==> config.mk <==
export PLATFORM = sky130hd
export DESIGN_NAME = eae_sequencer
export DESIGN_NICKNAME = d
export VERILOG_FILES = /design/src/rtl/eae_sequencer_pkg.sv /design/src/rtl/eae_step_counter.sv /design/src/rtl/eae_sequencer.sv
export SDC_FILE = /design/constraint.sdc
export NUM_CORES = 1
export LEC_CHECK = 0
export CAP_MARGIN = 25
export CORE_MARGIN = 8
export CORE_UTILIZATION = 50
export CTS_BUF_LIST = sky130_fd_sc_hd__clkbuf_4
export DETAILED_ROUTE_END_ITERATION = 8
export GPL_ROUTABILITY_DRIVEN = 0
export PLACE_DENSITY = 0.85
export SYNTH_ARGS = -nofsm -noshare
export SYNTH_HDL_FRONTEND = slang
export SYNTH_HIERARCHICAL = 1
export SYNTH_SLANG_ARGS = --single-unit
==> constraint.sdc <==
create_clock -name clk -period 5.6 [get_ports clk]
set_input_delay 1.68 -clock clk [delete_from_list [all_inputs] [get_ports clk]]
set_output_delay 1.68 -clock clk [all_outputs]
set_load 0.05 [all_outputs]
==> src/rtl/eae_sequencer_pkg.sv <==
// Shared EAE definitions: operation codes, sequencer states and datapath defaults.
package eae_sequencer_pkg;

    localparam int unsigned EaeWord   = 12;
    localparam int unsigned EaeNmiMax = 23;

    typedef enum logic [2:0] {
        OpNop = 3'd0,
        OpMuy = 3'd1,
        OpDvi = 3'd2,
        OpNmi = 3'd3,
        OpShl = 3'd4,
        OpAsr = 3'd5,
        OpLsr = 3'd6,
        OpScl = 3'd7
    } eae_op_e;

    typedef enum logic [1:0] {
        StIdle   = 2'd0,
        StSetup  = 2'd1,
        StRun    = 2'd2,
        StFinish = 2'd3
    } eae_state_e;

    function automatic logic is_shift_op(eae_op_e o);
        return (o == OpShl) || (o == OpAsr) || (o == OpLsr);
    endfunction

endpackage

==> src/rtl/eae_step_counter.sv <==
// 5-bit EAE step counter (SC): synchronous clear, load, increment and decrement.
module eae_step_counter #(
    parameter int unsigned MAX = 23
) (
    input  logic       clk,
    input  logic       resetn,
    input  logic       clr,
    input  logic       load,
    input  logic [4:0] load_val,
    input  logic       inc,
    input  logic       dec,
    output logic [4:0] value,
    output logic       is_zero,
    output logic       is_max
);

    logic [4:0] value_q;

    always_ff @(posedge clk or negedge resetn) begin
        if (!resetn) begin
            value_q <= '0;
        end else if (clr) begin
            value_q <= '0;
        end else if (load) begin
            value_q <= load_val;
        end else if (inc) begin
            value_q <= value_q + 5'd1;
        end else if (dec) begin
            value_q <= value_q - 5'd1;
        end
    end

    assign value   = value_q;
    assign is_zero = (value_q == 5'd0);
    assign is_max  = (value_q == 5'(MAX));

endmodule

==> src/rtl/eae_sequencer.sv <==
// EAE control sequencer: accepts one decoded operation and issues one registered
// datapath strobe per clock while stepping SC, then pulses done.
module eae_sequencer
    import eae_sequencer_pkg::*;
#(
    parameter int unsigned WORD    = EaeWord,
    parameter int unsigned NMI_MAX = EaeNmiMax
) (
    input  logic       clk,
    input  logic       resetn,
    input  logic       clear,
    input  logic       start,
    input  logic [2:0] op,
    input  logic [4:0] count,
    input  logic       div_ovf,
    input  logic       norm_stop,
    output logic       busy,
    output logic       done,
    output logic [4:0] sc,
    output logic       sh_left,
    output logic       sh_rarith,
    output logic       sh_rlog,
    output logic       mul_step,
    output logic       div_step,
    output logic       set_link,
    output logic       clr_link
);

    localparam logic [4:0] WordM1 = 5'(WORD - 1);

    eae_state_e state_q, state_d;
    eae_op_e    op_q, op_in;
    logic [4:0] count_q;
    logic       ovf_q;
    logic       capture;

    logic       cnt_clr, cnt_load, cnt_inc, cnt_dec, cnt_zero, cnt_max;
    logic [4:0] cnt_val;
    logic       nmi_shift;
    logic       run_d;

    logic busy_d, done_d, sh_left_d, sh_rarith_d, sh_rlog_d;
    logic mul_step_d, div_step_d, set_link_d, clr_link_d;

    assign op_in = eae_op_e'(op);

    eae_step_counter #(
        .MAX(NMI_MAX)
    ) u_sc (
        .clk     (clk),
        .resetn  (resetn),
        .clr     (cnt_clr),
        .load    (cnt_load),
        .load_val(cnt_val),
        .inc     (cnt_inc),
        .dec     (cnt_dec),
        .value   (sc),
        .is_zero (cnt_zero),
        .is_max  (cnt_max)
    );

    always_ff @(posedge clk or negedge resetn) begin
        if (!resetn) begin
            state_q <= StIdle;
            op_q    <= OpNop;
            count_q <= '0;
            ovf_q   <= 1'b0;
        end else begin
            state_q <= state_d;
            if (capture) begin
                op_q    <= op_in;
                count_q <= count;
                ovf_q   <= div_ovf;
            end
        end
    end

    always_comb begin
        state_d    = state_q;
        capture    = 1'b0;
        cnt_clr    = 1'b0;
        cnt_load   = 1'b0;
        cnt_val    = '0;
        cnt_inc    = 1'b0;
        cnt_dec    = 1'b0;
        nmi_shift  = 1'b0;
        set_link_d = 1'b0;

        unique case (state_q)
            StIdle: begin
                if (start) begin
                    state_d    = StSetup;
                    capture    = 1'b1;
                    // Overflowing divide is flagged while the operands are still valid.
                    set_link_d = (op_in == OpDvi) && div_ovf;
                end
            end
            StSetup: begin
                state_d = StFinish;
                if (is_shift_op(op_q)) begin
                    state_d  = StRun;
                    cnt_load = 1'b1;
                    cnt_val  = count_q;
                end else if (op_q == OpMuy || (op_q == OpDvi && !ovf_q)) begin
                    state_d  = StRun;
                    cnt_load = 1'b1;
                    cnt_val  = WordM1;
                end else if (op_q == OpNmi) begin
                    state_d  = StRun;
                    cnt_load = 1'b1;
                    cnt_val  = '0;
                end else if (op_q == OpScl) begin
                    cnt_load = 1'b1;
                    cnt_val  = count_q;
                end
            end
            StRun: begin
                if (op_q == OpNmi) begin
                    if (norm_stop || cnt_max) begin
                        state_d = StFinish;
                    end else begin
                        cnt_inc   = 1'b1;
                        nmi_shift = 1'b1;
                    end
                end else if (cnt_zero) begin
                    state_d = StFinish;
                end else begin
                    cnt_dec = 1'b1;
                end
            end
            StFinish: state_d = StIdle;
            default:  state_d = StIdle;
        endcase

        if (clear) begin
            state_d    = StIdle;
            capture    = 1'b0;
            cnt_clr    = 1'b1;
            nmi_shift  = 1'b0;
            set_link_d = 1'b0;
        end
    end

    // Strobes are decoded from the next state so they line up with the RUN cycles.
    always_comb begin
        run_d       = (state_d == StRun);
        sh_left_d   = (run_d && op_q == OpShl) || nmi_shift;
        sh_rarith_d = run_d && (op_q == OpAsr);
        sh_rlog_d   = run_d && (op_q == OpLsr);
        mul_step_d  = run_d && (op_q == OpMuy);
        div_step_d  = run_d && (op_q == OpDvi);
        clr_link_d  = (state_d == StFinish) && (state_q == StRun) && (op_q == OpDvi);
        done_d      = (state_d == StFinish);
        busy_d      = (state_d != StIdle);
    end

    always_ff @(posedge clk or negedge resetn) begin
        if (!resetn) begin
            busy      <= 1'b0;
            done      <= 1'b0;
            sh_left   <= 1'b0;
            sh_rarith <= 1'b0;
            sh_rlog   <= 1'b0;
            mul_step  <= 1'b0;
            div_step  <= 1'b0;
            set_link  <= 1'b0;
            clr_link  <= 1'b0;
        end else begin
            busy      <= busy_d;
            done      <= done_d;
            sh_left   <= sh_left_d;
            sh_rarith <= sh_rarith_d;
            sh_rlog   <= sh_rlog_d;
            mul_step  <= mul_step_d;
            div_step  <= div_step_d;
            set_link  <= set_link_d;
            clr_link  <= clr_link_d;
        end
    end

endmodule

# Yosys cells after proc, flatten, opt, wreduce, memory -nomap -nowiden

Cells that the tools add are included.

Word-level logic and storage cells: 86
Bits in registers: 25
Bits of input ports: 14
Output and inout bits: 14

Reduce and logical (&&, ||, !) cells: 19
Equality and inequality tests: 14
Add/sub/neg operators: 2
Muxes and demuxes: 37

Operator list:

| operator            | count |
|---|---|
| $mux 5              | 9 |
| $mux 1              | 22 |
| $eq 3x3->1 const B  | 4 |
| $mux 2              | 5 |
| $eq 3x2->1 const B  | 3 |
| $logic_and 1x1->1   | 9 |
| $eq 2x2->1 const B  | 4 |
| $pmux 2 s4          | 1 |
| $add 5x1->5 const B | 1 |
| $eq 5x5->1 const B  | 1 |
| $logic_not 5->1     | 1 |
| $logic_or 1x1->1    | 5 |
| $sub 5x1->5 const B | 1 |
| $reduce_bool 4->1   | 1 |
| $eq 3x1->1 const B  | 1 |
| $eq 2x1->1 const B  | 1 |
| $logic_not 2->1     | 1 |
| $reduce_bool 2->1   | 1 |
| $logic_not 1->1     | 1 |

# Logic depth before layout (Yosys ltp)

Gate-level depths: netlist of the first run.

Depth after elaboration: 10
Mapped depth: 10
Depth with buffers taken out: 10

# Modules after synthesis

Netlist of the first run, hierarchy kept.

By module, submodules not included:

| module           | seq. area each (µm²) | cells each | area an instance (µm²) | instances |
|---|---|---|---|---|
| eae_sequencer    | 500.5                | 86         | 909.6                  | 1 |
| eae_step_counter | 125.1                | 54         | 451.7                  | 1 |

# Worst setup path after synthesis of the first run

No wires, ideal clock.

Path kind: input -> register
Start: input norm_stop
End: register u_sc.value_q[4], in the netlist u_sc/value[4]
Slack: 2.456 ns
Cell stages on the path: 8
Setup time: 0.126 ns
Data arrival time: 3.018 ns
Data required time: 5.474 ns
Buffers on the path: 0
Cell sequence: nor2_1 and3b_1 inv_1 ha_1 nand2b_1 a211o_1 o221ai_1 nor3b_1

Word-level cells in the longest chain between the ends: 7
Elaborated cells between the ends (all ways): 8
Those cells by class: mux: 6; reduce/logical: 2

Ends and longest elaborated chain:

| what                 | RTL line               | RTL |
|---|---|---|
| start, declared      | eae_sequencer.sv:16    | `input logic norm_stop,` |
| $logic_or 1x1->1 (*) | eae_sequencer.sv:119   | `if (norm_stop \|\| cnt_max) begin` |
| $mux 1 (*)           | eae_sequencer.sv:119   |  |
| $mux 1 (*)           | eae_sequencer.sv:118   | `if (op_q == OpNmi) begin` |
| $mux 1 (*)           | eae_sequencer.sv:89    | `unique case (state_q)` |
| via cnt_inc          | eae_sequencer.sv:37    | `logic cnt_clr, cnt_load, cnt_inc, cnt_dec, cnt_zero, cnt_max;` |
| $mux 5               | eae_step_counter.sv:26 | `end else if (inc) begin` |
| $mux 5               | eae_step_counter.sv:24 | `end else if (load) begin` |
| $mux 5               | eae_step_counter.sv:22 | `end else if (clr) begin` |
| end signal, assigned | eae_step_counter.sv:25 | `value_q <= load_val;` |
| end signal, assigned | eae_step_counter.sv:27 | `value_q <= value_q + 5'd1;` |
| end signal, assigned | eae_step_counter.sv:29 | `value_q <= value_q - 5'd1;` |
| end, declared        | eae_step_counter.sv:17 | `logic [4:0] value_q;` |

The timed path passes the listed nets; every way through them passes the cells marked *.
A chain may end at the register's enable or synchronous reset.

# Final worst setup path of the first run

Ends and elaborated chain as after synthesis.

==> results of run 1 <==
worst max-delay path, delay by kind of cell:
family / cells / cell delay, ns
buffers and inverters: 2 / 0.54
adder cells (fa/ha/maj): 1 / 0.35
AND/OR/NAND/NOR: 4 / 0.58
AO/OA/AOI/OAI: 2 / 0.48
registers in the layout (all words and copies together), names as in the netlist:
| signal | count |
|---|---|
| mul_step | 1 |
| done | 1 |
| busy | 1 |
| set_link | 1 |
| clr_link | 1 |
| ovf_q | 1 |
| count_q | 5 |
| sh_rarith | 1 |
| sh_left | 1 |
| state_q | 2 |
| sh_rlog | 1 |
| op_q | 3 |
| div_step | 1 |
| u_sc/value | 5 |
power groups by stage:
stage | sequential, mW | combinational [mW] | clock [mW]
2_1_floorplan | 0.269 | 0.136 | 0
3_3_place_gp | 0.243 | 0.211 | 0
3_5_place_dp | 0.246 | 0.220 | 0
4_1_cts | 0.242 | 0.222 | 0.0890
5_1_grt | 0.247 | 0.242 | 0.0949
6_report | 0.243 | 0.223 | 0.0866
cells in the final DEF (no fill, tap or decap), types with 2 or more instances in the layout:
| cell type | n |
|---|---|
| nand3b_1 | 2 |
| and3b_1 | 2 |
| nand2b_1 | 3 |
| nor2b_1 | 3 |
| nor2_1 | 13 |
| ha_1 | 3 |
| o31ai_1 | 2 |
| nor3_1 | 3 |
| a21oi_1 | 12 |
| nand2_1 | 10 |
| a21o_1 | 2 |
| clkbuf_4 | 3 |
| nor3b_1 | 4 |
| and3_1 | 3 |
| nand3_1 | 4 |
| o21ai_0 | 4 |
| clkdlybuf4s50_1 | 27 |
| and2_1 | 2 |
| inv_1 | 9 |
| o211ai_1 | 2 |
| dfrtp_1 | 25 |
| xor2_1 | 2 |
| mux2_2 | 6 |
logic make-up (layout without fill, tap and decap cells):
logic type	count (synthesis)	in the layout
adder cells (fa/ha/maj)	4	4
AND/OR/NAND/NOR	58	58
multiplexers	6	6
XOR/XNOR	2	2
flip-flops	25	25
AO/OA/AOI/OAI	30	30
buffers and inverters	15	41
cells in the mapped netlist, types with 2 or more instances:
library cell / n
dfrtp_1: 25
nor2_1: 13
a21oi_1: 12
nand2_1: 10
inv_1: 9
mux2_2: 6
nand3_1: 4
nor3b_1: 4
o21ai_0: 4
and3_1: 3
buf_2: 3
ha_1: 3
nand2b_1: 3
nor2b_1: 3
nor3_1: 3
a21o_1: 2
and2_1: 2
and3b_1: 2
buf_6: 2
nand3b_1: 2
o211ai_1: 2
o31ai_1: 2
xor2_1: 2
final timing paths:
kind | start | end | slack, ns
worst min-delay path | ovf_q$_DFFE_PN0P_ | ovf_q$_DFFE_PN0P_ | 0.53
worst min register to register | ovf_q$_DFFE_PN0P_ | ovf_q$_DFFE_PN0P_ | 0.53
min in group asynchronous | resetn | sh_left$_DFF_PN0_ | 1.59
worst max-delay path | norm_stop | u_sc/value[4]$_DFFE_PN0P_ | 2.20
worst max register to register | u_sc/value[0]$_DFFE_PN0P_ | u_sc/value[4]$_DFFE_PN0P_ | 3.11
max in group asynchronous | resetn | state_q[0]$_DFF_PN0_ | 3.61
per-layer routing:
layer  vias to the layer above  track usage (%)  share of wire [%]
met5                         -                0                  0
met4                         0             4.60                1.7
met3                         8             3.76                5.8
met2                        38             21.6                 47
met1                       549             15.8                 45
li1                        538                -                  -
metrics by stage:
step                utilization (%)  total power [mW]  cells  worst slack [ns]  hold WS [ns]
global placement               61.2             0.454    192              1.97         0.486
floorplan                         -             0.405    140              2.46         0.473
global route                   63.3             0.584    197              2.11         0.561
CTS                            63.3             0.553    197              2.22         0.540
detailed placement             62.2             0.465    193              1.87         0.507
finish                         63.3             0.552    197              2.20         0.533
final cells by class:
| cell class | instances | area [µm²] | share of cell area, % |
|---|---|---|---|
| Clock buffer | 3 | 22.5 | 1.34 |
| Clock inverter | 1 | 7.51 | 0.445 |
| Inverter | 9 | 33.8 | 2.00 |
| Multi-Input combinational cell | 100 | 661 | 39.2 |
| Sequential cell | 25 | 626 | 37.1 |
| Tap cell | 31 | 38.8 | 2.30 |
| Timing Repair Buffer | 28 | 298 | 17.7 |
==> flow_summary.ini, run 1 <==
[hold_path]
min_path_cells = 1
hold_class = flop to flop

[floorplan]
num_rows = 19
dieWidth_um = 68.2
io_pins = 28
chipHeight_um = 68.2
start_util_pct = 51.1
die_area_um2 = 4650
core-area_um2 = 2660

[pwr]
ir_worst_vdd_uv = 218
powerDensity_nw_per_um2 = 327
p_leak_nw = 0.729
p_int_uw = 331
p_sw_share_pct = 40.1
p_clk_share_pct = 15.7
p_comb_share_pct = 40.3
power.switching_uw = 221
seqPwrFrac_pct = 44.0

[drt]
drc = 0
drt-total-wl_um = 2880
avgRoutedWirePerCell_um = 14.6
drt_first_iter_violations = 43
drtPass1Iterations = 4
antenna_left = 0
dr_total_vias = 1133
viasPerCell = 5.75

[timing]
hold_viol_final = 0
slew_violations = 0
maxSlewHeadroom_pct = 65.0
worst_slew_pin_slew_ns = 0.523
post-route-min-period_ns = 3.40
setup_tns_ns = 0
fmax_ghz = 0.294
fin_crit_sh_pct = 60.7
finClkSkew_ns = 0.00190
finalSetupViolCount = 0
rsz0062_at_grt = false

[clocking]
cts_tree = yes
cts.repair.resized = 0
cts.sinks = 25
root_buffer = clkbuf_4
cts_made_buffers = 3
holdBufCountCts = 0
worst_skew_pair.late_latency_ns = 0.33
cts_max_path_buffers = 2
cts_max_level = 1
cts.reportedPaths.clkPinSlew_ns = 0.15
post_cts_buffers = 0

[final_layout]
stdcell_area_um2 = 1690
fillers = 216
drive_gt1_share_pct = 9.04
fin_nets = 185
area_delta_synth_final_pct = 23.9
diodes = 0

[logic_synthesis]
synth_edf_count = 0
syn_avg_cell_area_um2 = 9.72
yosysTopAreaCell = dfrtp_1
syn_nets = 158
synth_xor_area_share_pct = 1.29
synth-simple-area-share_pct = 24.2
yosys_warnings = 6
synth-seq-cells = 25
synthAdderAreaFrac_pct = 4.23
synth.top_cells.by_area = dfrtp_1, mux2_2, a21oi_1, nor2_1, ha_1
synthMuxAreaShare_pct = 4.96
synthFlopType = dfrtp_1
synth_compound_area_share_pct = 13.9
synth_cell_types = 42
async_reset_ff_share_pct = 100
synth_top_family_by_area = simple AND/OR/NAND/NOR gates
synth.top_cell.area_share_pct = 46.0
yosysSeqAreaShare_pct = 46.0
synth_cells = 140
syn_area_um2 = 1360

[worst_setup_path]
path_class = input pin to flop
crit_path_top_delay_cell = clkdlybuf4s50_1
worstPathRequired_ns = 5.83
end_kind = flop
critPathArrivalTime_ns = 3.63
worst-r2r-cell-count = 9
max_stage_delay_ns = 0.40
cp-start-kind = input pin
path_cells = clkdlybuf4s50_1, nor2_1, and3b_1, inv_1, ha_1, nand2b_1, a211o_1, o221ai_1, nor3b_1
path_max_fanout = 6

[global_route]
grt_start_max_net_pins = 22
grt_pass1_vias = 1095
grt.total_usage_pct = 13.0
grt_first_pass_wirelength_um = 4750
gr-total-overflow = 0
antenna_found_initial = 0

[placed_design]
dp_hpwl_um = 2210
placed_cell_area_um2 = 1660
port_buffers = 27

[job]
drv_cap = 0

[status]
status = finished clean
(Power assumes the default switching activity.)
==> inputs of run 2 (changes only) <==
==> constraint.sdc (replaced) <==
create_clock -name clk -period 3.5 [get_ports clk]
set_input_delay 1.05 -clock clk [delete_from_list [all_inputs] [get_ports clk]]
set_output_delay 1.05 -clock clk [all_outputs]
set_load 0.05 [all_outputs]
==> flow_summary.ini, run 2 (synthesis results as in run 1) <==
[status]
status = finished clean

[global_route]
antenna_found_initial = 0
grt_pass1_vias = 1161
grt_first_pass_wirelength_um = 4910
grt_start_max_net_pins = 26
gr-total-overflow = 0
grt.total_usage_pct = 13.5

[worst_setup_path]
worstPathRequired_ns = 3.74
path_class = input pin to flop
path_max_fanout = 6
rrSetupSlack_ns = 1.06
cp-start-kind = input pin
critPathArrivalTime_ns = 3.03
rr_startpoint = u_sc/value[0]$_DFFE_PN0P_
worst-r2r-cell-count = 9
end_kind = flop
r2r_end = u_sc/value[4]$_DFFE_PN0P_

[drt]
dr_total_vias = 1102
routed-wl-met3_um = 201
drt_first_iter_violations = 47
drt-total-wl_um = 2860
avgRoutedWirePerCell_um = 14.4
viasPerCell = 5.57
wl_met1_um = 1210
drc = 0
drtPass1Iterations = 4
routed.top_layer = met4
wl_met2_um = 1400
antenna_left = 0

[pwr]
seqPwrFrac_pct = 44.3
powerDensity_nw_per_um2 = 523
p_sw_share_pct = 39.7
p_leak_nw = 0.726
p_clk_share_pct = 15.2
p_comb_share_pct = 40.5
ir_worst_vdd_uv = 331
p_int_uw = 528
power.switching_uw = 347

[placed_design]
port_buffers = 27
dp_hpwl_um = 2160

[clocking]
root_buffer = clkbuf_4
cts.repair.resized = 0
cts_max_level = 1
cts_made_buffers = 3
worst_skew_pair.late_latency_ns = 0.31
cts.sinks = 25
holdBufCountCts = 0
cts_max_path_buffers = 2
cts_tree = yes
cts.reportedPaths.clkPinSlew_ns = 0.14
post_cts_buffers = 0

[timing]
rsz0062_at_grt = false
hold_viol_final = 0
setup_tns_ns = 0
slew_violations = 0
maxSlewHeadroom_pct = 62.8
finalSetupViolCount = 0
worst_slew_pin_slew_ns = 0.556
finClkSkew_ns = 0.00103
fmax_ghz = 0.359
post-route-min-period_ns = 2.79
fin_crit_sh_pct = 79.6

[final_layout]
diodes = 0
multi_input_area_um2 = 661
fillers = 236
layout_commonest_cell = clkdlybuf4s50_1
fin_nets = 186
layout_common_cells = clkdlybuf4s50_1, dfrtp_1, nor2_1, a21oi_1, nand2_1
ff_latch_area_um2 = 626
final_core_util_pct = 62.9
area_delta_synth_final_pct = 23.0
drive_gt1_share_pct = 9.58

[floorplan]
die_area_um2 = 4650
chipHeight_um = 68.2
start_util_pct = 51.1
core-area_um2 = 2660
num_rows = 19
dieWidth_um = 68.2
io_pins = 28

[job]
drv_cap = 0

[hold_path]
min_to = count_q[2]$_DFFE_PN0P_
hold_start = count_q[2]$_DFFE_PN0P_
min_path_cells = 1
hold_class = flop to flop
## run 2: cell count changes in the layout (fill, tap and decap cells not counted)
| cell | change |
|---|---|
| buf_4 | +2 |
| buf_16 | -1 |
## run 2: final cells by class
class	instances	share of cell area, %
clock buffers	3	1.35
clock inverters	1	0.448
flip-flops and latches	25	37.4
repair buffers	29	17.0
inverters	9	2.02
well taps	31	2.32
multi-input cells	100	39.5
## run 2: worst max-delay path by stage
stage / from / to / slack, ns / cells past startpoint
detailed placement: norm_stop / u_sc/value[4]$_DFFE_PN0P_ / 0.40 / 9
CTS: norm_stop / u_sc/value[4]$_DFFE_PN0P_ / 0.74 / 9
global route: norm_stop / u_sc/value[4]$_DFFE_PN0P_ / 0.58 / 9
finish: norm_stop / u_sc/value[4]$_DFFE_PN0P_ / 0.71 / 9
global placement: norm_stop / u_sc/value[4]$_DFFE_PN0P_ / 0.50 / 9
floorplan: u_sc/value[1]$_DFFE_PN0P_ / u_sc/value[4]$_DFFE_PN0P_ / 0.95 / 9
## run 2: worst max-delay path, cell delays in order
cell and delay [ns]:
clkdlybuf4s50_1 0.41, nor2_1 0.11, and3b_1 0.30, inv_1 0.14, ha_1 0.35, nand2b_1 0.10
a211o_1 0.28, o211ai_1 0.10, nor3b_1 0.19
## run 2: power groups by stage
stage / Combinational [mW] / Clock, mW / Sequential (mW)
final: 0.354 / 0.133 / 0.388
after global routing: 0.388 / 0.146 / 0.396
after CTS: 0.354 / 0.136 / 0.388
after floorplan: 0.217 / 0 / 0.431
after global placement: 0.339 / 0 / 0.389
after detailed placement: 0.352 / 0 / 0.394
## run 2: metal layers
layer  up-vias  track usage (%)
met4         0             6.39
met2        38             21.9
li1        542                -
met3         6             3.60
met5         -                0
met1       516             16.3
## run 2: stage by stage
stage          cells  setup WS (ns)  total power [mW]  hold slack (ns)  instance area (µm²)
2_1_floorplan    140          0.946             0.648            0.473                 1360
3_3_place_gp     194          0.498             0.729            0.486                 1640
3_5_place_dp     194          0.399             0.746            0.506                 1640
4_1_cts          198          0.737             0.878            0.538                 1670
5_1_grt          198          0.581             0.931            0.559                 1670
6_report         198          0.712             0.875            0.532                 1670
==> RTL edit, RTL diff (flow settings as in run 1) <==
Remove the register `set_link`: a continuous assignment takes its place, so the output `set_link` follows one clock earlier.
--- a/src/rtl/eae_sequencer.sv
+++ b/src/rtl/eae_sequencer.sv
@@ -163,7 +163,6 @@
             sh_rlog   <= 1'b0;
             mul_step  <= 1'b0;
             div_step  <= 1'b0;
-            set_link  <= 1'b0;
             clr_link  <= 1'b0;
         end else begin
             busy      <= busy_d;
@@ -173,10 +172,11 @@
             sh_rlog   <= sh_rlog_d;
             mul_step  <= mul_step_d;
             div_step  <= div_step_d;
-            set_link  <= set_link_d;
             clr_link  <= clr_link_d;
         end
     end
 
+    assign set_link = set_link_d;
+
 endmodule
 
Behaviour: not the same (Yosys sat finds a counterexample within 4 cycles, from zero or initial values and one cycle with resetn low).
==> RTL edit against run 1 <==
Total power increased by 5.8%. Synthesized cell count is 0.71% lower. Global-route usage grew 1.5 points. Critical path type is now in2out. Count of clock-buffer cells in the layout is the same. Routed wire length rose by 5.0%. Clock skew is 1.4 ps higher. Clock power rose by 44%. Worst setup slack got worse by 1500 ps. Register-to-register slack about the same. Cell area decreased by 0.52%. Sequential cell count down 1. Synthesized area fell by 1.8%. Final cell count down 1.0%.
==> RTL edit: results (changes against run 1) <==
[setup_path]
crit_path_max_fanout=15  ; +9
arrival_ps=3260  ; -370 ps
critPathMaxStageDelay_ps=580  ; +180 ps
rrSetupSlack_ps=3100  ; about the same
timing.rr.end=u_sc/value[4]
crit_family=buffers and inverters

[synth]
syn_avg_cell_area_um2=9.61  ; -1.1%
syn-num-nets=157  ; -0.63%
synth_area_leaders=dfrtp_1, mux2_2, a21oi_1
synth_seq_area_share_pct=44.9  ; -1.0 points
synthTopCellsByCount=dfrtp_1, nor2_1, a21oi_1

[power_and_ir_drop]
clock_power_share_pct=21.4  ; +5.7 points
switchingPower_mw=0.215  ; -2.7%
peakVddDrop_mv=0.271  ; +25%
leakagePower_nw=0.731  ; +0.24%

[global_routing]
grt_pass1_vias=1114  ; +1.7%
antenna_found_initial=0  ; unchanged
grt_use_total_pct=14.6  ; +1.5 points
grt_first_pass_wirelength_um=5130  ; +8.1%
grt_max_degree=25  ; +14%

[clock_tree]
clk_latency_ps=320
clkTransAtPathRegs_ps=130  ; -20 ps

[place]
pre_cts_ws_ps=649  ; -1220 ps
dp_hpwl_um=2250  ; +1.6%
dp_cells=190  ; -1.6%

[run_status]
status=finished clean

[sta]
hold_ws_ps=519  ; -14.4 ps
maxSlewHeadroom_pct=66.0  ; +1.0 points

[drt]
wl_per_cell_um=15.5  ; +6.1%
viasPerCell=5.65  ; -1.7%
num_vias=1102  ; -2.7%
drt_iter0_markers=52  ; +21%

[cells_and_area]
drive_gt1_share_pct=9.70  ; +0.66 points
nFillCells=201  ; -6.9%
nets=184  ; -0.54%

[hold_path]
min_from=ovf_q
hold_depth=1  ; unchanged

==> RTL edit: changes by cell type in the layout (fill, tap and decap cells not counted) <==
cell,run 1,this run
clkinvlp_4,1,0
clkdlybuf4s50_1,27,26
clkbuf_16,0,1
buf_4,0,1
buf_16,1,0
dfrtp_1,25,24
bufinv_16,0,1
==> RTL edit: cell families (layout without fill, tap and decap cells) <==
| family | Yosys count | in the layout | share of synthesized area, % |
|---|---|---|---|
| and+or+nand+nor | 58 | 58 | 24.6 |
| DFF | 24 | 24 | 44.9 |
| buffers and inverters | 15 | 41 | 5.62 |
| AOI/OAI and AO/OA | 30 | 30 | 14.1 |
| xor gates and xnor gates | 2 | 2 | 1.31 |
| muxes | 6 | 6 | 5.06 |
| adders and majority gates | 4 | 4 | 4.31 |
==> RTL edit: final cells by class <==
class	instances	area (um^2)	area share [%]
clock buffer	3	22.5	1.34
timing repair buffer	28	293	17.4
clock inverter	1	30.0	1.79
sequential	24	601	35.8
inverter	9	33.8	2.01
tap	30	37.5	2.24
multi-input combinational	100	661	39.4
==> RTL edit: how the worst max path moves through the flow <==
| stage | startpoint | endpoint | slack, ps | cells past startpoint |
|---|---|---|---|---|
| final | clear | set_link | 660 | 5 |
| after global routing | clear | set_link | 500 | 5 |
| after CTS | clear | set_link | 650 | 5 |
| after detailed placement | clear | set_link | 650 | 5 |
| after global placement | clear | set_link | 710 | 5 |
| after floorplan | clear | set_link | 1300 | 5 |
==> RTL edit: metrics by stage <==
stage | total power [mW] | instance area [um^2]
floorplan | 0.397 | 1340
global placement | 0.448 | 1600
detailed placement | 0.457 | 1600
CTS | 0.586 | 1650
global route | 0.621 | 1680
finish | 0.584 | 1680
==> RTL edit: layer usage <==
layer	wire (um)	GRT usage, %
met5	0	0
met4	41	6.79
met1	1370	18.1
met3	197	3.64
met2	1410	23.1
